--- config.mk ---
export PLATFORM = sky130hd
export DESIGN_NAME = sum_join
export DESIGN_NICKNAME = d
export VERILOG_FILES = /design/src/rtl/sum_join.sv
export SDC_FILE = /design/constraint.sdc
export NUM_CORES = 1
export LEC_CHECK = 0
export CORE_AREA = 2 2 56 58
export DETAILED_ROUTE_END_ITERATION = 8
export DIE_AREA = 0 0 58 60
export PLACE_DENSITY = 0.89
export SETUP_SLACK_MARGIN = 0.05
export SYNTH_ARGS = -nofsm -noshare
export SYNTH_HDL_FRONTEND = slang
export SYNTH_SLANG_ARGS = --single-unit
--- constraint.sdc ---
create_clock -name clk -period 5.84 [get_ports clk]
set_input_delay 1.168 -clock clk [delete_from_list [all_inputs] [get_ports clk]]
set_output_delay 1.168 -clock clk [all_outputs]
set_load 0.02 [all_outputs]
--- src/rtl/sum_join.sv ---
// sum_join: N-channel valid/ready join feeding a registered adder
// with a 2-entry skid output and packet framing. Optional: SUM_JOIN_SAT_EN.
module sum_join #(
    parameter int N       = 2,
    parameter int LEN     = 8,
    parameter int PKT_LEN = 4
) (
    input  logic                       clk,
    input  logic                       rst,
    input  logic [N*LEN-1:0]           data_in,
    input  logic [N-1:0]               valid_in,
    output logic                       ready_out,
    output logic [LEN+$clog2(N)-1:0]   data,
    output logic                       valid,
    output logic                       last,
`ifdef SUM_JOIN_SAT_EN
    output logic                       sat,
`endif
    input  logic                       ready
);

    localparam int OW = LEN + $clog2(N);
    localparam int CW = (PKT_LEN > 1) ? $clog2(PKT_LEN) : 1;

    logic [OW-1:0] acc;
    logic [OW-1:0] sum_n;
    logic [OW-1:0] s_data;
    logic          s_valid;
    logic          s_last;
    logic [CW-1:0] cnt;
    logic          beat_last;
    logic          in_fire;
    logic          out_fire;

`ifdef SUM_JOIN_SAT_EN
    localparam logic [OW-1:0] MAXV = {{(OW-LEN){1'b0}}, {LEN{1'b1}}};
    logic sum_sat;
    logic s_sat;
`endif

    // Ready only depends on skid occupancy and reset, never on valid_in/ready.
    assign ready_out = !s_valid && !rst;
    assign in_fire   = (&valid_in) && ready_out;
    assign out_fire  = valid && ready;
    assign beat_last = (cnt == CW'(PKT_LEN - 1));

    // Zero-extend and add all channels; clamp when saturation is built in.
    always_comb begin
        acc = '0;
        for (int k = 0; k < N; k++) begin
            acc = acc + {{(OW-LEN){1'b0}}, data_in[k*LEN +: LEN]};
        end
`ifdef SUM_JOIN_SAT_EN
        sum_sat = (acc > MAXV);
        sum_n   = sum_sat ? MAXV : acc;
`else
        sum_n   = acc;
`endif
    end

    // Beat position within the packet, advanced per consumed input beat.
    always_ff @(posedge clk) begin
        if (rst) begin
            cnt <= '0;
        end else if (in_fire) begin
            cnt <= beat_last ? '0 : cnt + CW'(1);
        end
    end

    // Main + skid registers: skid drains first so ordering stays FIFO.
    always_ff @(posedge clk) begin
        if (rst) begin
            valid   <= 1'b0;
            data    <= '0;
            last    <= 1'b0;
            s_valid <= 1'b0;
            s_data  <= '0;
            s_last  <= 1'b0;
`ifdef SUM_JOIN_SAT_EN
            sat     <= 1'b0;
            s_sat   <= 1'b0;
`endif
        end else if (s_valid) begin
            if (out_fire) begin
                valid   <= 1'b1;
                data    <= s_data;
                last    <= s_last;
                s_valid <= 1'b0;
`ifdef SUM_JOIN_SAT_EN
                sat     <= s_sat;
`endif
            end
        end else if (in_fire) begin
            if (!valid || out_fire) begin
                valid <= 1'b1;
                data  <= sum_n;
                last  <= beat_last;
`ifdef SUM_JOIN_SAT_EN
                sat   <= sum_sat;
`endif
            end else begin
                s_valid <= 1'b1;
                s_data  <= sum_n;
                s_last  <= beat_last;
`ifdef SUM_JOIN_SAT_EN
                s_sat   <= sum_sat;
`endif
            end
        end else if (out_fire) begin
            valid <= 1'b0;
        end
    end

endmodule

==> summary.md <==
| Metric | Value |
|---|---|
| Total power divided by cell area | `216.6 nW/um^2` |
| Worst Setup Slack, final | `2.067 ns` |
| Sequential element share of the synthesized area | `32.82%` |
| Clock Latency Late Sink | `0.31 ns` |
| Clock tree from TritonCTS | `yes` |
| Top cells by area, synth | `sky130_fd_sc_hd__dfxtp_1, sky130_fd_sc_hd__mux2i_1, sky130_fd_sc_hd__a211oi_2, sky130_fd_sc_hd__ha_1, sky130_fd_sc_hd__nor2_1` |
| Quantity of I/O buffers inserted on ports | `32` |
| Max-Slew Margin vs Limit | `38.06%` |
| DR iter-0 viols | `41` |
| Starting density of the core | `50.43%` |
| Post-Syn Instances | `138` |
| ANT cells | `0` |
| Fraction of final layout cells sized beyond drive strength 1 | `16.67%` |
| Sink Count | `24` |
| Total Power Consumption | `0.3959 mW` |
| First-pass GRT wire length | `4.823 mm` |
| Net count of the mapped netlist | `169` |
| # setup viols final | `0` |
| Clock buffer count from CTS | `3` |
| Die Height | `60 um` |
| Fin nets | `200` |
| Nature of the critical path startpoint | `primary input` |
| Final Core Density | `62.97%` |
| Minimum clock period after layout | `3.773 ns` |
| Share of flip-flops with an asynchronous set or reset after synthesis | `0%` |
| Routed vias | `1,120` |
| Cell with the most instances on the worst path | `sky130_fd_sc_hd__clkdlybuf4s50_1` |
| Worst slack at placement | `2.070 ns` |
| Worst slew pin tran | `0.9278 ns` |
| Grt ovf | `0` |
| Setup TNS Final | `0 ns` |
| Clk pwr share | `30.0%` |
| Portion of synthesized cell area occupied by the leading cell type | `32.82%` |
| Vias per cell | `5.572` |
| Floorplan core area | `2903 um^2` |
| Switch Pwr | `0.1069 mW` |
| EDFF count, synth | `0` |
| Number of placed I/O pins | `33` |
| Post-synthesis cell type count | `39` |
| Maximum single-stage delay on the critical path | `0.62 ns` |
| Cell Area, Synth | `1464 um^2` |
| Post-detailed-route wirelength per cell | `14.13 um` |
| Data arrival time of the worst path | `2.60 ns` |
| Switching part of the total power | `27.00%` |
| Most numerous cell in the Yosys netlist | `sky130_fd_sc_hd__dfxtp_1` |
| Average footprint of a synthesized cell | `10.61 um^2` |
| Maximum VDD drop | `0.2220 mV` |
| Number of buffers on the longest clock path | `2` |
| Number of synthesis warnings | `0` |
| Post-DRT Antenna Nets | `0` |
| Crit path max fanout | `26` |
| Kind of path behind the tightest hold check | `flip-flop to flip-flop` |
| Crit path cell chain | `clkdlybuf4s50_1, buf_4, nor2_8, clkdlybuf4s50_1` |
| Synth cell count leaders | `sky130_fd_sc_hd__dfxtp_1, sky130_fd_sc_hd__nor2_1, sky130_fd_sc_hd__mux2i_1` |
| Dominant synthesized flop cell | `sky130_fd_sc_hd__dfxtp_1` |
| Cell area after placement | `1775 um^2` |
| Worst Setup End Kind | `output port` |
| Number of antenna violations at the first check in global routing | `0` |
| Number of max-cap violations | `0` |
| Detailed Place HPWL | `2.226 mm` |
| Clock-pin transition on the worst setup and hold timing paths | `0.13 ns` |
| Number of buffer and inverter stages on the critical path | `3` |
| Kind of cell adding the most delay to the critical path | `buffers and inverters` |
| Sequential share of power | `44.0%` |
| Part of the power in combinational logic | `26.0%` |
| Max-slew violation count | `0` |
| DP Cell Count | `197` |
| Slowest cell on crit path | `sky130_fd_sc_hd__clkdlybuf4s50_1` |
| DRC violations left | `0` |
| Fin cells | `201` |
| Die Width | `58 um` |
| Final hold viol count | `0` |
| Fmax achieved | `265.0 MHz` |
| Static leakage | `0.6651 nW` |
| Final Instance Area | `1828 um^2` |
| GRT Util Overall | `17.62%` |
| Final worst-path cycle share | `64.61%` |
| Worst Hold Margin | `0.5144 ns` |
| Overall die area | `3480 um^2` |
| Site Rows | `20` |
| Data required time at the worst endpoint | `4.67 ns` |
| Count of state elements after synthesis | `24` |
| Synth-to-Final Area Change | `24.87%` |
| CTS HTree Levels | `1` |
| Via count of the first global-routing pass | `1,186` |
| Number of cells upsized or downsized after cts | `0` |
| RSZ-0062 raised after global routing | `no` |
| Fill cell count | `248` |
| Setup bufs post-CTS | `0` |
| Clock tree root buffer cell | `sky130_fd_sc_hd__clkbuf_4` |
| Category of the most critical setup path | `primary input to output port` |
| Fin Clk Skew | `0.005175 ns` |
| Pin count of the biggest net entering global routing | `27` |
| Count of TritonRoute iterations in the first routing pass | `4` |
| Hold_buf cts | `0` |
| Routed Wire Length | `2.841 mm` |
| Run status | `finished clean` |
| Internal power of the cells | `0.2890 mW` |
| Post-synth top area cell | `sky130_fd_sc_hd__dfxtp_1` |
| Weighted congestion at the end of routability-driven global placement | `0.6844` |
-- final timing paths --
check / slack (ns) / end / from / cells after the start
min: 0.51 / s_data[3] / s_data[3] / 2
max reg2reg: 3.98 / data[2] / s_valid / 5
max: 2.07 / ready_out / rst / 4
min reg2reg: 0.51 / s_data[3] / s_data[3] / 2
-- state kept, by name, indices dropped and copies added (netlist names) --
| register | flops |
|---|---|
| cnt | 2 |
| valid | 1 |
| s_valid | 1 |
| s_last | 1 |
| s_data | 9 |
| last | 1 |
| data | 9 |
-- layer usage --
| layer | global-route usage [%] | up-vias | routed length (um) |
|---|---|---|---|
| li1 | - | 564 | - |
| met1 | 18.56 | 524 | 1165 |
| met2 | 35.88 | 28 | 1524 |
| met3 | 1.948 | 4 | 114 |
| met4 | 5.648 | 0 | 37 |
| met5 | 0 | - | 0 |
-- worst min-delay path, cell delays in order, from the launching register on --
cell and delay, ns:
sky130_fd_sc_hd__dfxtp_1 0.35, sky130_fd_sc_hd__mux2i_1 0.06, sky130_fd_sc_hd__nor2_1 0.07
-- power by group through the flow --
stage | clock (mW) | sequential [mW] | combinational (mW)
finish | 0.119 | 0.174 | 0.103
global route | 0.126 | 0.175 | 0.113
CTS | 0.121 | 0.174 | 0.104
detailed placement | 0 | 0.178 | 0.103
global placement | 0 | 0.178 | 0.0983
floorplan | 0 | 0.181 | 0.0650
-- area by class of cell --
cell class                 count  area, um^2  area share (%)
clock buffer                   3       22.52           1.232
tap                           33       41.29           2.259
multi-input combinational    106       922.1           50.44
sequential                    24       480.5           26.28
inverter                       1       3.754          0.2053
timing repair buffer          33       327.8           17.93
clock inverter                 1       30.03           1.643
-- cell usage in the layout (no fill, tap or decap) --
| cell | n |
|---|---|
| sky130_fd_sc_hd__clkdlybuf4s50_1 | 32 |
| sky130_fd_sc_hd__dfxtp_1 | 24 |
| sky130_fd_sc_hd__nor2_1 | 21 |
| sky130_fd_sc_hd__mux2i_1 | 17 |
| sky130_fd_sc_hd__a211oi_2 | 10 |
| sky130_fd_sc_hd__ha_1 | 9 |
| sky130_fd_sc_hd__a21oi_1 | 6 |
| sky130_fd_sc_hd__o21ai_0 | 6 |
| sky130_fd_sc_hd__nand2_1 | 5 |
| sky130_fd_sc_hd__xnor2_1 | 4 |
| sky130_fd_sc_hd__nor2_8 | 3 |
| sky130_fd_sc_hd__a21o_1 | 3 |
| sky130_fd_sc_hd__clkbuf_4 | 3 |
| sky130_fd_sc_hd__nand2b_1 | 2 |
| sky130_fd_sc_hd__and2b_4 | 1 |
| sky130_fd_sc_hd__a32oi_4 | 1 |
| sky130_fd_sc_hd__or2_2 | 1 |
| sky130_fd_sc_hd__nor3_1 | 1 |
| sky130_fd_sc_hd__o211ai_1 | 1 |
| sky130_fd_sc_hd__o21bai_4 | 1 |
| sky130_fd_sc_hd__and4b_4 | 1 |
| sky130_fd_sc_hd__nand3b_1 | 1 |
| sky130_fd_sc_hd__nor3_4 | 1 |
| sky130_fd_sc_hd__nand4b_1 | 1 |
| sky130_fd_sc_hd__o221ai_1 | 1 |
| sky130_fd_sc_hd__and3_1 | 1 |
| sky130_fd_sc_hd__a221oi_2 | 1 |
| sky130_fd_sc_hd__xor2_1 | 1 |
| sky130_fd_sc_hd__nand2_4 | 1 |
| sky130_fd_sc_hd__o211ai_2 | 1 |
| sky130_fd_sc_hd__a21oi_2 | 1 |
| sky130_fd_sc_hd__inv_1 | 1 |
| sky130_fd_sc_hd__a31oi_1 | 1 |
| sky130_fd_sc_hd__a211oi_1 | 1 |
| sky130_fd_sc_hd__fa_1 | 1 |
| sky130_fd_sc_hd__bufinv_16 | 1 |
| sky130_fd_sc_hd__buf_4 | 1 |
-- cells by family (layout without fill, tap and decap cells) --
logic type	count (synthesis)	in the layout	share of synthesized area, %
AND/OR/NAND/NOR	40	40	17.44
flip-flops	24	24	32.82
multiplexers	17	17	11.62
buffers and inverters	8	38	4.187
AO/OA/AOI/OAI	34	34	21.88
adder cells (fa/ha/maj)	10	10	9.060
XOR/XNOR	5	5	2.991
(Power assumes the default switching activity.)
